===== src/rtl/bsg_mesh_proc_endpoint.sv =====
// Mesh P-port endpoint: stamps TX requests into packets and buffers them toward the router,
// and buffers RX packets that pass the destination check. Each direction adds one cycle with no bypass, and ready is simply ~full.
module bsg_mesh_proc_endpoint_fifo #(
  parameter int width_p = 8,
  parameter int els_p   = 2
) (
  input  logic               clk_i,
  input  logic               reset_i,
  input  logic               v_i,
  input  logic [width_p-1:0] data_i,
  output logic               ready_o,
  output logic               v_o,
  output logic [width_p-1:0] data_o,
  input  logic               yumi_i
);
  localparam int ptr_w_lp = $clog2(els_p);

  logic [width_p-1:0]  mem_q [els_p];
  logic [width_p-1:0]  mem_d [els_p];
  logic [ptr_w_lp-1:0] wptr_q, wptr_d, rptr_q, rptr_d;
  logic                full_q, full_d, empty_q, empty_d;
  logic                enq, deq;

  function automatic logic [ptr_w_lp-1:0] ptr_inc(input logic [ptr_w_lp-1:0] p);
    return (p == ptr_w_lp'(els_p - 1)) ? '0 : p + ptr_w_lp'(1);
  endfunction

  assign ready_o = ~full_q;
  assign v_o     = ~empty_q;
  assign data_o  = empty_q ? '0 : mem_q[rptr_q];
  assign enq     = v_i & ~full_q;
  assign deq     = yumi_i;

  always_comb begin
    mem_d   = mem_q;
    wptr_d  = wptr_q;
    rptr_d  = rptr_q;
    full_d  = full_q;
    empty_d = empty_q;
    if (enq) begin
      mem_d[wptr_q] = data_i;
      wptr_d        = ptr_inc(wptr_q);
    end
    if (deq) rptr_d = ptr_inc(rptr_q);
    // Simultaneous enqueue and dequeue leaves occupancy, and so full/empty, unchanged.
    if (enq && !deq) begin
      full_d  = (ptr_inc(wptr_q) == rptr_q);
      empty_d = 1'b0;
    end else if (deq && !enq) begin
      empty_d = (ptr_inc(rptr_q) == wptr_q);
      full_d  = 1'b0;
    end
  end

  always_ff @(posedge clk_i) begin
    mem_q <= mem_d;
    if (reset_i) begin
      wptr_q  <= '0;
      rptr_q  <= '0;
      full_q  <= 1'b0;
      empty_q <= 1'b1;
    end else begin
      wptr_q  <= wptr_d;
      rptr_q  <= rptr_d;
      full_q  <= full_d;
      empty_q <= empty_d;
    end
  end

  a_yumi_needs_valid: assert property (@(posedge clk_i) disable iff (reset_i) yumi_i |-> !empty_q);
endmodule

module bsg_mesh_proc_endpoint #(
  parameter int data_width_p   = 4,
  parameter int x_cord_width_p = 2,
  parameter int y_cord_width_p = 2,
  parameter int els_p          = 2,
  parameter int count_width_p  = 16,
  localparam int width_lp = 2*x_cord_width_p + 2*y_cord_width_p + data_width_p
) (
  input  logic                      clk_i,
  input  logic                      reset_i,
  input  logic [x_cord_width_p-1:0] my_x_i,
  input  logic [y_cord_width_p-1:0] my_y_i,
  input  logic                      tx_v_i,
  input  logic [x_cord_width_p-1:0] tx_dest_x_i,
  input  logic [y_cord_width_p-1:0] tx_dest_y_i,
  input  logic [data_width_p-1:0]   tx_data_i,
  output logic                      tx_ready_and_o,
  output logic                      link_v_o,
  output logic [width_lp-1:0]       link_data_o,
  input  logic                      link_yumi_i,
  input  logic                      link_v_i,
  input  logic [width_lp-1:0]       link_data_i,
  output logic                      link_ready_and_o,
  output logic                      rx_v_o,
  output logic [data_width_p-1:0]   rx_data_o,
  output logic [x_cord_width_p-1:0] rx_src_x_o,
  output logic [y_cord_width_p-1:0] rx_src_y_o,
  input  logic                      rx_yumi_i,
  output logic [count_width_p-1:0]  tx_count_o,
  output logic [count_width_p-1:0]  rx_count_o,
  output logic                      err_misroute_o
);
  typedef struct packed {
    logic [y_cord_width_p-1:0] src_y;
    logic [x_cord_width_p-1:0] src_x;
    logic [data_width_p-1:0]   data;
    logic [y_cord_width_p-1:0] dest_y;
    logic [x_cord_width_p-1:0] dest_x;
  } pkt_t;

  localparam int rx_w_lp = y_cord_width_p + x_cord_width_p + data_width_p;

  pkt_t                     tx_pkt, rx_pkt;
  logic                     tx_fifo_rdy, rx_fifo_rdy, rx_accept, rx_good;
  logic [rx_w_lp-1:0]       rx_head;
  logic [count_width_p-1:0] tx_count_q, tx_count_d, rx_count_q, rx_count_d;
  logic                     err_q, err_d;

  always_comb begin
    tx_pkt.src_y  = my_y_i;
    tx_pkt.src_x  = my_x_i;
    tx_pkt.data   = tx_data_i;
    tx_pkt.dest_y = tx_dest_y_i;
    tx_pkt.dest_x = tx_dest_x_i;
  end

  // Readies are forced low while reset is held so nothing handshakes into a flushing buffer.
  assign tx_ready_and_o   = tx_fifo_rdy & ~reset_i;
  assign link_ready_and_o = rx_fifo_rdy & ~reset_i;

  bsg_mesh_proc_endpoint_fifo #(.width_p(width_lp), .els_p(els_p)) tx_fifo (
    .clk_i(clk_i), .reset_i(reset_i),
    .v_i(tx_v_i), .data_i(tx_pkt), .ready_o(tx_fifo_rdy),
    .v_o(link_v_o), .data_o(link_data_o), .yumi_i(link_yumi_i)
  );

  assign rx_pkt    = link_data_i;
  assign rx_accept = link_v_i & link_ready_and_o;
  assign rx_good   = (rx_pkt.dest_x == my_x_i) && (rx_pkt.dest_y == my_y_i);

  bsg_mesh_proc_endpoint_fifo #(.width_p(rx_w_lp), .els_p(els_p)) rx_fifo (
    .clk_i(clk_i), .reset_i(reset_i),
    .v_i(rx_accept & rx_good), .data_i({rx_pkt.src_y, rx_pkt.src_x, rx_pkt.data}),
    .ready_o(rx_fifo_rdy), .v_o(rx_v_o), .data_o(rx_head), .yumi_i(rx_yumi_i)
  );

  assign {rx_src_y_o, rx_src_x_o, rx_data_o} = rx_head;

  always_comb begin
    tx_count_d = tx_count_q + count_width_p'(link_yumi_i);
    rx_count_d = rx_count_q + count_width_p'(rx_accept & rx_good);
    err_d      = err_q | (rx_accept & ~rx_good);
  end

  always_ff @(posedge clk_i) begin
    if (reset_i) begin
      tx_count_q <= '0;
      rx_count_q <= '0;
      err_q      <= 1'b0;
    end else begin
      tx_count_q <= tx_count_d;
      rx_count_q <= rx_count_d;
      err_q      <= err_d;
    end
  end

  assign tx_count_o     = tx_count_q;
  assign rx_count_o     = rx_count_q;
  assign err_misroute_o = err_q;
endmodule

===== config.mk =====
export PLATFORM = sky130hd
export DESIGN_NAME = bsg_mesh_proc_endpoint
export DESIGN_NICKNAME = d
export VERILOG_FILES = /design/src/rtl/bsg_mesh_proc_endpoint.sv
export SDC_FILE = /design/constraint.sdc
export NUM_CORES = 1
export LEC_CHECK = 0
export ABC_AREA = 1
export CORE_MARGIN = 2
export CORE_UTILIZATION = 49
export DETAILED_ROUTE_END_ITERATION = 10
export PLACE_DENSITY = 0.79
export SLEW_MARGIN = 40
export SYNTH_ARGS = -nofsm -noshare
export SYNTH_HDL_FRONTEND = slang
export SYNTH_HIERARCHICAL = 1
export SYNTH_SLANG_ARGS = --single-unit

===== constraint.sdc =====
create_clock -name clk_i -period 2.55 [get_ports clk_i]
set_input_delay 0.51 -clock clk_i [delete_from_list [all_inputs] [get_ports clk_i]]
set_output_delay 0.51 -clock clk_i [all_outputs]
set_load 0.03 [all_outputs]

==> impl_metrics.env <==
export IMPL_outcome="finished, final reports clean"
export IMPL_yosysUniqueCellTypes=28
export IMPL_worst_slew_margin_rel=0.7634
export IMPL_power_switching_share=0.2548
export IMPL_clock_sinks=81
export IMPL_routedWlPerCell_um=12.46
export IMPL_post_syn_instances=418
export IMPL_worst_path_cell_trace="inv_2 > nor2_1 > nor2_1 > clkdlybuf4s50_1"
export IMPL_tritoncts="done"
export IMPL_drive_gt1_frac=0.1124
export IMPL_place_inst=608
export IMPL_cts_inserted_buffers=9
export IMPL_clk_latency_ns=0.35
export IMPL_postSynthAreaPerCell_um2=8.594
export IMPL_clk_pin_slew_ns=0.08
export IMPL_synth_compound_area_share=0.08325
export IMPL_power_share_clock=0.330
export IMPL_via_count_of_the_first_global_routing_pass=2930
export IMPL_die_width_um=89.62
export IMPL_grt_remaining_overflow=0
export IMPL_intPower_mw=2.016
export IMPL_timing_fmax_mhz=421.4
export IMPL_synth_xor_xnor_area_share=0.009753
export IMPL_routed_via_count=3004
export IMPL_design_portCount=87
export IMPL_critical_path_top_delay_family="buffers and inverters"
export IMPL_grt_max_degree=24
export IMPL_crit_path_start_kind="register"
export IMPL_power_switching_uw=689.6
export IMPL_post_drt_via_cell_ratio=4.814
export IMPL_final_max_slew_violation_count=0
export IMPL_final_common_cell="nor2_1"
export IMPL_timing_critical_path_required_ns=2.04
export IMPL_power_ir_vdd_worst_mv=0.3414
export IMPL_min_path_type="register to register"
export IMPL_synth_top_family_by_area="simple AND/OR/NAND/NOR gates"
export IMPL_fraction_of_the_cycle_the_final_worst_path_needs=0.9306
export IMPL_std_cell_rows=31
export IMPL_synth_seq_area_share=0.5629
export IMPL_holdWs_ns=0.4738
export IMPL_power_frac_seq=0.530
export IMPL_grtUsageTotal=0.2044
export IMPL_netlist_area_mm2=0.003592
export IMPL_pwr_share_comb=0.140
export IMPL_initial_core_util=0.5006
export IMPL_synth_warning_count=6
export IMPL_detailedRoute_firstIterationViolations=132
export IMPL_path_buf_inv=2
export IMPL_timing_critical_path_to_type="output pin"
export IMPL_ys_seq_elements=81
export IMPL_critical_path_class="register to output pin"
export IMPL_yosys_area_share_adder=0.02438
export IMPL_place_detailed_hpwl_mm=5.667
export IMPL_first_pass_iters=4
export IMPL_hold_buffers=0
export IMPL_layoutNonFillerInstCount=624
export IMPL_rsz0062_at_grt="no"
export IMPL_path_max_fanout=11
export IMPL_global_route_wire_length_before_repair_mm=12.57
export IMPL_antenna_violations_before_repair=0
export IMPL_crit_path_top_delay_cell="clkdlybuf4s50_1"
export IMPL_worstMarginPinSlew_ns=0.3538
export IMPL_finalHoldViolCount=0
export IMPL_buffer_ports_inserted=86
export IMPL_gp_congestion=0.8117
export IMPL_routed_wl_mm=7.777
export IMPL_setup_viol=0
export IMPL_timing_critical_path_arrival_ns=1.86
export IMPL_die_height_um=89.62
export IMPL_finalNetCount=557
export IMPL_antenna_left=0
export IMPL_drcViolationCount=0
export IMPL_synthMuxAreaShare=0
export IMPL_diodes=0
export IMPL_clockRootBuffer="clkbuf_8"
export IMPL_post_layout_minimum_cycle_time_ns=2.373
export IMPL_cap_viol_max_count=0
export IMPL_simple_gate_portion_of_the_synthesized_area=0.2456
export IMPL_cts_buffer_depth=2
export IMPL_power_per_cell_area_mw_per_mm2=564.1
export IMPL_skew_ns=0.01289
export IMPL_core_box_area_mm2=0.007176
export IMPL_total_power_mw=2.706
export IMPL_layout_common_cells="94 x nor2_1, 84 x clkdlybuf4s50_1, 74 x nand2_1"
export IMPL_critical_path_max_stage_delay_ns=0.68
export IMPL_static_leakage_power_nw=1.873
export IMPL_critical_path_most_common_cell="nor2_1"
export IMPL_final_core_utilization=0.6685
export IMPL_postSynthNetCount=455
export IMPL_areaGrowthSynthToFinish_pct=33.54
export IMPL_die_area_mm2=0.008032
export IMPL_ctsHtreeMaxLevel=3
through the flow:
stage	area (µm²)	setup WS (ns)	setup TNS, ns
floorplan	3592	0.5270	0
CTS	4796	0.007159	0
global route	4797	0.04067	0
detailed placement	4606	-0.05559	-0.1460
global placement	4606	0.03365	0
finish	4797	0.1770	0
timing repair:
action,in CTS,in global routing
gates resized for setup,1,1
pin swaps,0,0
setup buffers,0,0
setup endpoints to repair,12,12
sequential cells by signal, indices dropped and copies added, names as in the netlist, 16 cells and up:
name and cells:
rx_fifo/mem_q 16, rx_count_o 16, tx_count_o 16, tx_fifo/mem_q 24
worst min-delay path, stage by stage, from the launching register on:
cell and delay (ns):
dfxtp_1 0.32, inv_1 0.05, a21oi_1 0.06
routing by layer:
layer	vias to the layer above	routed length [µm]	GRT usage
met4	0	91	0.07191
met3	8	401	0.06307
met1	1386	3362	0.2308
met5	-	0	0
li1	1534	-	-
met2	76	3922	0.3643
area by class of cell:
class                   instances  area (µm²)
fillers                       599        2379
flip-flops and latches         81        2023
multi-input cells             275        1304
repair buffers                 99       953.4
inverters                      54       205.2
clock buffers                  10       127.6
well taps                      99       123.9
clock inverters                 6       60.06
power groups by stage:
stage / clock [mW] / combinational [mW] / sequential (mW)
2_1_floorplan: 0 / 0.213 / 1.47
3_3_place_gp: 0 / 0.373 / 1.46
3_5_place_dp: 0 / 0.381 / 1.46
4_1_cts: 0.913 / 0.383 / 1.44
5_1_grt: 0.974 / 0.416 / 1.44
6_report: 0.892 / 0.379 / 1.44
final timing paths:
kind,from,end,slack [ns],depth (start not counted)
min,err_misroute_o,err_misroute_o,0.47,2
max reg2reg,rx_fifo/full_q,rx_count_o[8],0.69,11
max,rx_fifo/rptr_q,rx_src_y_o[1],0.18,4
min reg2reg,err_misroute_o,err_misroute_o,0.47,2
logic make-up (layout without fill, tap and decap cells):
logic type,Yosys count,after routing
compound gates,55,55
xor+xnor,4,4
fa+ha+maj,7,7
buf+inv,62,169
flops,81,81
simple gates,209,209
synth_stat cells, drive strengths merged:
library cell / count / share of area
nor2: 109 / 0.13
nand2: 78 / 0.084
inv: 54 / 0.056
dfxtp: 41 / 0.23
edfxtp: 40 / 0.33
o21ai: 34 / 0.048
a21oi: 19 / 0.031
nand3: 14 / 0.020
buf: 8 / 0.018
ha: 7 / 0.024
xor2: 4 / 0.0098
nand4: 3 / 0.0052
nor3: 2 / 0.0028
o21a: 2 / 0.0042
and2: 1 / 0.0017
and3: 1 / 0.0017
or2: 1 / 0.0017
(Power assumes the default switching activity.)
